File: config.mk
export PLATFORM = sky130hd
export DESIGN_NAME = uart_rx
export DESIGN_NICKNAME = d
export VERILOG_FILES = /design/src/rtl/uart_rx_pkg.sv /design/src/rtl/uart_sync_fall.sv /design/src/rtl/uart_rx.sv
export SDC_FILE = /design/constraint.sdc
export NUM_CORES = 1
export LEC_CHECK = 0
export ABC_AREA = 1
export CAP_MARGIN = 25
export CORE_MARGIN = 1.5
export CORE_UTILIZATION = 62
export DETAILED_ROUTE_END_ITERATION = 16
export GPL_TIMING_DRIVEN = 0
export PLACE_DENSITY = 0.87
export SKIP_CTS_REPAIR_TIMING = 1
export SYNTH_ARGS = -nofsm -noshare
export SYNTH_HDL_FRONTEND = slang
export SYNTH_SLANG_ARGS = --single-unit
File: constraint.sdc
create_clock -name clk -period 3.9 [get_ports clk]
set_input_delay 1.17 -clock clk [delete_from_list [all_inputs] [get_ports clk]]
set_output_delay 1.17 -clock clk [all_outputs]
set_load 0.1 [all_outputs]
File: src/rtl/uart_rx_pkg.sv
// Shared UART definitions: default line/clock rates, bit-period helper and receiver FSM states.
package uart_rx_pkg;

  localparam int DEF_UART_BPS = 115200;
  localparam int DEF_CLK_FREQ = 50_000_000;

  typedef enum logic [1:0] {
    IDLE  = 2'd0,
    START = 2'd1,
    DATA  = 2'd2,
    STOP  = 2'd3
  } rx_state_t;

  // Clocks per bit; uart_tx uses the same formula so both ends agree on the bit period.
  function automatic int baud_cnt_max(input int clk_freq, input int uart_bps);
    return clk_freq / uart_bps;
  endfunction

endpackage

File: src/rtl/uart_sync_fall.sv
// Two-flop synchroniser for an asynchronous, idle-high input, plus a registered
// delay stage that yields a one-cycle falling-edge strobe.
module uart_sync_fall (
  input  logic clk,
  input  logic rst,
  input  logic i_async,
  output logic o_sync,
  output logic o_fall
);

  logic r_meta;
  logic r_sync;
  logic r_dly;

  // NOTE: all three stages reset to the idle level (1) so leaving reset can never
  // look like a falling edge and launch a phantom start bit.
  always_ff @(posedge clk) begin
    if (rst) begin
      r_meta <= 1'b1;
      r_sync <= 1'b1;
      r_dly  <= 1'b1;
    end else begin
      r_meta <= i_async;
      r_sync <= r_meta;
      r_dly  <= r_sync;
    end
  end

  assign o_sync = r_sync;
  assign o_fall = r_dly & ~r_sync;

endmodule

File: src/rtl/uart_rx.sv
// 8N1 UART receiver: start-bit qualification at half a bit, mid-bit data sampling,
// one-cycle done pulse for a good byte and one-cycle frame_err pulse for a low stop bit.
module uart_rx
  import uart_rx_pkg::*;
#(
  parameter int UART_BPS = DEF_UART_BPS,
  parameter int CLK_FREQ = DEF_CLK_FREQ
) (
  input  logic       clk,
  input  logic       rst,
  input  logic       uart_rxd,
  output logic [7:0] uart_rx_data,
  output logic       uart_rx_done,
  output logic       uart_rx_busy,
  output logic       uart_frame_err
);

  localparam int          BAUD_CNT_MAX = baud_cnt_max(CLK_FREQ, UART_BPS);
  localparam int          HALF_BIT     = BAUD_CNT_MAX / 2;
  localparam logic [15:0] BD_LAST      = 16'(BAUD_CNT_MAX - 1);
  localparam logic [15:0] HALF_LAST    = 16'(HALF_BIT - 1);

  logic w_rxd_s;
  logic w_fall;

  uart_sync_fall u_sync_fall (
    .clk     (clk),
    .rst     (rst),
    .i_async (uart_rxd),
    .o_sync  (w_rxd_s),
    .o_fall  (w_fall)
  );

  rx_state_t   r_state;
  logic [15:0] r_bd_cnt;
  logic [2:0]  r_bit_cnt;
  logic [7:0]  r_shreg;
  logic [7:0]  r_data;
  logic        r_done;
  logic        r_busy;
  logic        r_err;

  // NOTE: every register in this block uses <= so each branch reads the values from
  // before the edge; blocking assignments here would let later lines see updated state.
  always_ff @(posedge clk) begin
    if (rst) begin
      r_state   <= IDLE;
      r_bd_cnt  <= '0;
      r_bit_cnt <= '0;
      r_shreg   <= '0;
      r_data    <= '0;
      r_done    <= 1'b0;
      r_busy    <= 1'b0;
      r_err     <= 1'b0;
    end else begin
      r_done <= 1'b0;
      r_err  <= 1'b0;
      case (r_state)
        IDLE: begin
          if (w_fall) begin
            r_state  <= START;
            r_bd_cnt <= '0;
            r_busy   <= 1'b1;
          end
        end
        START: begin
          if (r_bd_cnt == HALF_LAST) begin
            r_bd_cnt <= '0;
            if (!w_rxd_s) begin
              r_state   <= DATA;
              r_bit_cnt <= '0;
            end else begin
              // Line already high again at start-bit centre: treat as a glitch.
              r_state <= IDLE;
              r_busy  <= 1'b0;
            end
          end else begin
            r_bd_cnt <= r_bd_cnt + 16'd1;
          end
        end
        DATA: begin
          if (r_bd_cnt == BD_LAST) begin
            r_bd_cnt  <= '0;
            r_shreg   <= {w_rxd_s, r_shreg[7:1]};
            r_bit_cnt <= r_bit_cnt + 3'd1;
            if (r_bit_cnt == 3'd7) r_state <= STOP;
          end else begin
            r_bd_cnt <= r_bd_cnt + 16'd1;
          end
        end
        STOP: begin
          // Leaving at mid-stop-bit lets a back-to-back start edge be caught with no gap.
          if (r_bd_cnt == BD_LAST) begin
            r_bd_cnt <= '0;
            r_state  <= IDLE;
            r_busy   <= 1'b0;
            if (w_rxd_s) begin
              r_data <= r_shreg;
              r_done <= 1'b1;
            end else begin
              r_err <= 1'b1;
            end
          end else begin
            r_bd_cnt <= r_bd_cnt + 16'd1;
          end
        end
        default: begin
          r_state <= IDLE;
          r_busy  <= 1'b0;
        end
      endcase
    end
  end

  assign uart_rx_data   = r_data;
  assign uart_rx_done   = r_done;
  assign uart_rx_busy   = r_busy;
  assign uart_frame_err = r_err;

endmodule

==> results <==
- Final hold analysis gives a worst-case slack of 0.423 ns.
- STA puts the critical path data required time at about 2.7 ns.
- The synthesized design contains 43 register bits.
- The area growth from synthesis to layout is 12.5%.
- Summing every instance area after synthesis gives between 2000 and 2500 sq um.
- The die extent in x is about 60 um.
- The insertion delay to the later sink of the worst-skew pair is 0.35 ns.
- Yosys printed 0 warnings.
- Entering global routing, the biggest net connects 13 pins.
- The cell family contributing the most delay on the critical path is buffers and inverters.
- The number of antenna diodes in the final layout is 0.
- In the final timing run, aggregate negative setup slack is 0 ns.
- The most critical setup path has its startpoint at uart_rx_data[5].
- Counting both buffers and inverters, the worst setup path holds a total of 1.
- The wire-length estimate of the detail-placed layout is 3070 um.
- The TritonCTS sink count is 43.
- The all-layer global routing usage is between 20% and 30%.
- Routability-driven placement finished with a final weighted congestion of 0.935.
- The worst setup path is captured at an output port.
- The run finished with clean final reports.
- The first-pass GRT wire length is a little over 7000 um.
- The initial antenna violation count is 0.
- The startpoint type of the worst setup path is a flop.
- In this run, CTS created clock tree buffers numbering 5.
- The static leakage power is about 0.95 nW.
- Setup violations remaining at the end of the flow were counted as 0.
- The hold violation total from the final report is 0.
- The number of global-route vias before repair is between 1500 and 2000.
- The critical path goes through clkdlybuf4s50_1.
- The worst hold path begins at u_sync_fall.r_meta.
- The power share of the combinational group is approximately an eighth.
- The post-synthesis cell type with the largest combined area is sky130_fd_sc_hd__dfxtp_1.
- Setup repair after global routing left no endpoint under its margin.
- For this run, the slowest stage of the critical path takes ~1.1 ns.
- In the routed design, unresolved DRC markers number 0.
- The pre-CTS setup slack is approximately 1.2 ns.
- The total via count in the routed design is between 1500 and 2000.
- The number of max-cap violations is 0.
- The startpoint of the lowest-slack register-to-register path is r_bd_cnt[0].
- The minimum period implied by the final worst setup slack is 3.00 ns.
- The number of nets in the final layout is 320.
- The design draws approximately 0.82 mW.
- The number of optimization iterations in the first detailed-route pass is 5.
- The number of top-level pins is 14.
- The clock passes through at most 2 buffers.
- The net count after synthesis is 300.
- The number of DRC violations after detailed-routing iteration 0 is ~180.
- The total number of placement rows is 20.
- The worst-case vdd ir drop is 0.226 mV.
- The total area inside the core boundary comes to 3100 sq um.
- Measured on the finished design, the core utilization comes to 74.4%.
- After clock tree synthesis, the clock-pin slew on the worst setup and hold paths is around 0.12 ns.
- The total net switching power is ~0.21 mW.
- The TritonCTS clock tree is done.
- The leftover overflow at the end of global routing is 0.
- In the synthesized netlist, the number of instances is 292.
- The maximum clock frequency is between 300 and 400 MHz.
- The final routed wire length divided by cell count is between 10 and 15 um.
- In this run the tightest slew margin relative to its limit is between 30% and 40%.
- In this run the tool buffered the top-level ports with 13 buffer cells.
- The internal power component is about 0.6 mW.
- The die span in y is ~61 um.
- The initial cell density of the core is around 66%.
- In the post-synthesis netlist, the biggest area contributors are sky130_fd_sc_hd__dfxtp_1 42%, sky130_fd_sc_hd__nand2_1 10%, sky130_fd_sc_hd__nor2_1 7.9%, sky130_fd_sc_hd__inv_1 6.2%, sky130_fd_sc_hd__a21oi_1 6.1%.
- Dividing the final minimum period by the clock period gives between 70% and 80%.
- For the pin with the worst max-slew slack, the measured transition is 0.967 ns.
- The final critical-path setup slack is roughly 0.90 ns.
- In this run the worst path has a maximum fanout of 2.
- Per report_power, the sequential group accounts for ~55% of the total.
- The H-tree depth is 2.
- The switching portion of total power is between 20 and 30%.
- Sequential elements use roughly two fifths of the synthesized area.
- In this run the remaining antenna-violating nets after routing total 0.
- Counting the fill cells in the layout gives about 260.
- Dividing the synthesized area by the synthesized cell count gives 7.03 sq um.
- The endpoint arrival time on the critical path is around 1.8 ns.
- In the final layout, the share of cells above drive strength 1 is just under 9%.
- The number of unique standard cell types used by synthesis is 26.
- The root buffer selected by CTS is sky130_fd_sc_hd__clkbuf_4.
- The floorplan step defined a die boundary enclosing approximately 3700 sq um.
- The number of max-slew violations in the final report is 0.
- The total wire length after detailed routing is roughly 4200 um.
- The path category of the worst min-delay check is flop to flop.
- The part of the total power dissipated in the clock network is 32.8%.
- By startpoint and endpoint, the worst setup path is classified as flop to output port.
- The slowest cell on the critical path is sky130_fd_sc_hd__clkdlybuf4s50_1.
- The average vias per placed instance is approximately 5.3.
- Dividing total power by cell area gives a power density of 355 nW/um^2.
- The setup clock skew after layout is 0.00628 ns.
- The fraction of synthesized cell area taken by the top area cell type is roughly two fifths.
[worst reg2reg max path, delay by kind of cell (launching register included)]
kind	cells	cell delay, ns
AO/OA/AOI/OAI	1	0.20
AND/OR/NAND/NOR	5	0.77
adder cells (fa/ha/maj)	1	0.19
buffers and inverters	1	0.14
flip-flops	1	0.48
[power groups by stage]
stage | sequential (mW) | clock (mW) | combinational [mW]
floorplan | 0.467 | 0 | 0.0671
global placement | 0.464 | 0 | 0.0928
detailed placement | 0.464 | 0 | 0.0941
CTS | 0.455 | 0.269 | 0.0948
global route | 0.456 | 0.286 | 0.108
finish | 0.455 | 0.269 | 0.0964
[Yosys cell counts, drive strengths merged]
cell type / number
o21bai: 2
o21a: 4
xor2: 2
nand4: 6
nor2: 47
inv: 38
clkbuf: 3
o21ai: 27
buf: 5
nor4: 1
nand3: 18
dfxtp: 43
o211ai: 1
nand2: 59
or2: 3
a21oi: 25
ha: 5
nor3: 3
[flip-flops by register name, summed over array words and instances, names as in the netlist, named ones only]
name and flops:
u_sync_fall.o_sync 1, r_bd_cnt 16, r_state 1, r_bit_cnt 3
uart_rx_data 8, u_sync_fall.r_dly 1, u_sync_fall.r_meta 1, r_shreg 8
uart_frame_err 1, uart_rx_busy 1, uart_rx_done 1
[through the flow]
| step | cell area, sq um | std cells |
|---|---|---|
| 3_3_place_gp | 2240 | 349 |
| 3_5_place_dp | 2240 | 349 |
| 6_report | 2310 | 356 |
| 5_1_grt | 2310 | 356 |
| 4_1_cts | 2310 | 356 |
| 2_1_floorplan | 2050 | 292 |
[layout by cell type (no fill, tap or decap), types with 5 or more instances in the layout]
master / n
sky130_fd_sc_hd__clkbuf_4: 5
sky130_fd_sc_hd__nand4_1: 6
sky130_fd_sc_hd__nand2_1: 55
sky130_fd_sc_hd__inv_1: 34
sky130_fd_sc_hd__dfxtp_1: 43
sky130_fd_sc_hd__nand3_1: 18
sky130_fd_sc_hd__ha_1: 5
sky130_fd_sc_hd__a21oi_1: 25
sky130_fd_sc_hd__o21ai_0: 14
sky130_fd_sc_hd__clkdlybuf4s50_1: 13
sky130_fd_sc_hd__o21ai_1: 13
sky130_fd_sc_hd__nor2_1: 43
[layout make-up]
type / count / area, sq um / area share, %
plain buffers: 8 / 47.5 / 2.06
clock buffers: 6 / 41.3 / 1.79
clock inverters: 1 / 30.0 / 1.30
inverters: 38 / 143 / 6.18
multi-input cells: 203 / 1000 / 43.4
flip-flops and latches: 43 / 861 / 37.3
well taps: 44 / 55.1 / 2.38
repair buffers: 13 / 130 / 5.64
[path summary, 6_finish.rpt]
check / endpoint / slack (ns) / cells after the start
worst max-delay path: uart_rx_data[5] / 0.90 / 1
worst min-delay path: u_sync_fall.o_sync / 0.42 / 1
worst max register to register: uart_rx_data[2] / 2.02 / 8
worst min register to register: u_sync_fall.o_sync / 0.42 / 1
[routing by layer]
| metal | global-route usage [%] | routed length, um |
|---|---|---|
| met5 | 0 | 0 |
| met3 | 5.76 | 286 |
| met4 | 7.14 | 46 |
| met1 | 36.6 | 1970 |
| met2 | 40.7 | 1900 |
[cells by family after synthesis]
kind of cell,count (synthesis),synth area share (%)
adders and majority gates,5,3.05
buffers and inverters,46,9.27
and+or+nand+nor,137,29.6
DFF,43,42.0
xor gates and xnor gates,2,0.854
AOI/OAI and AO/OA,59,15.2
Power figures use the tool's default switching activity.
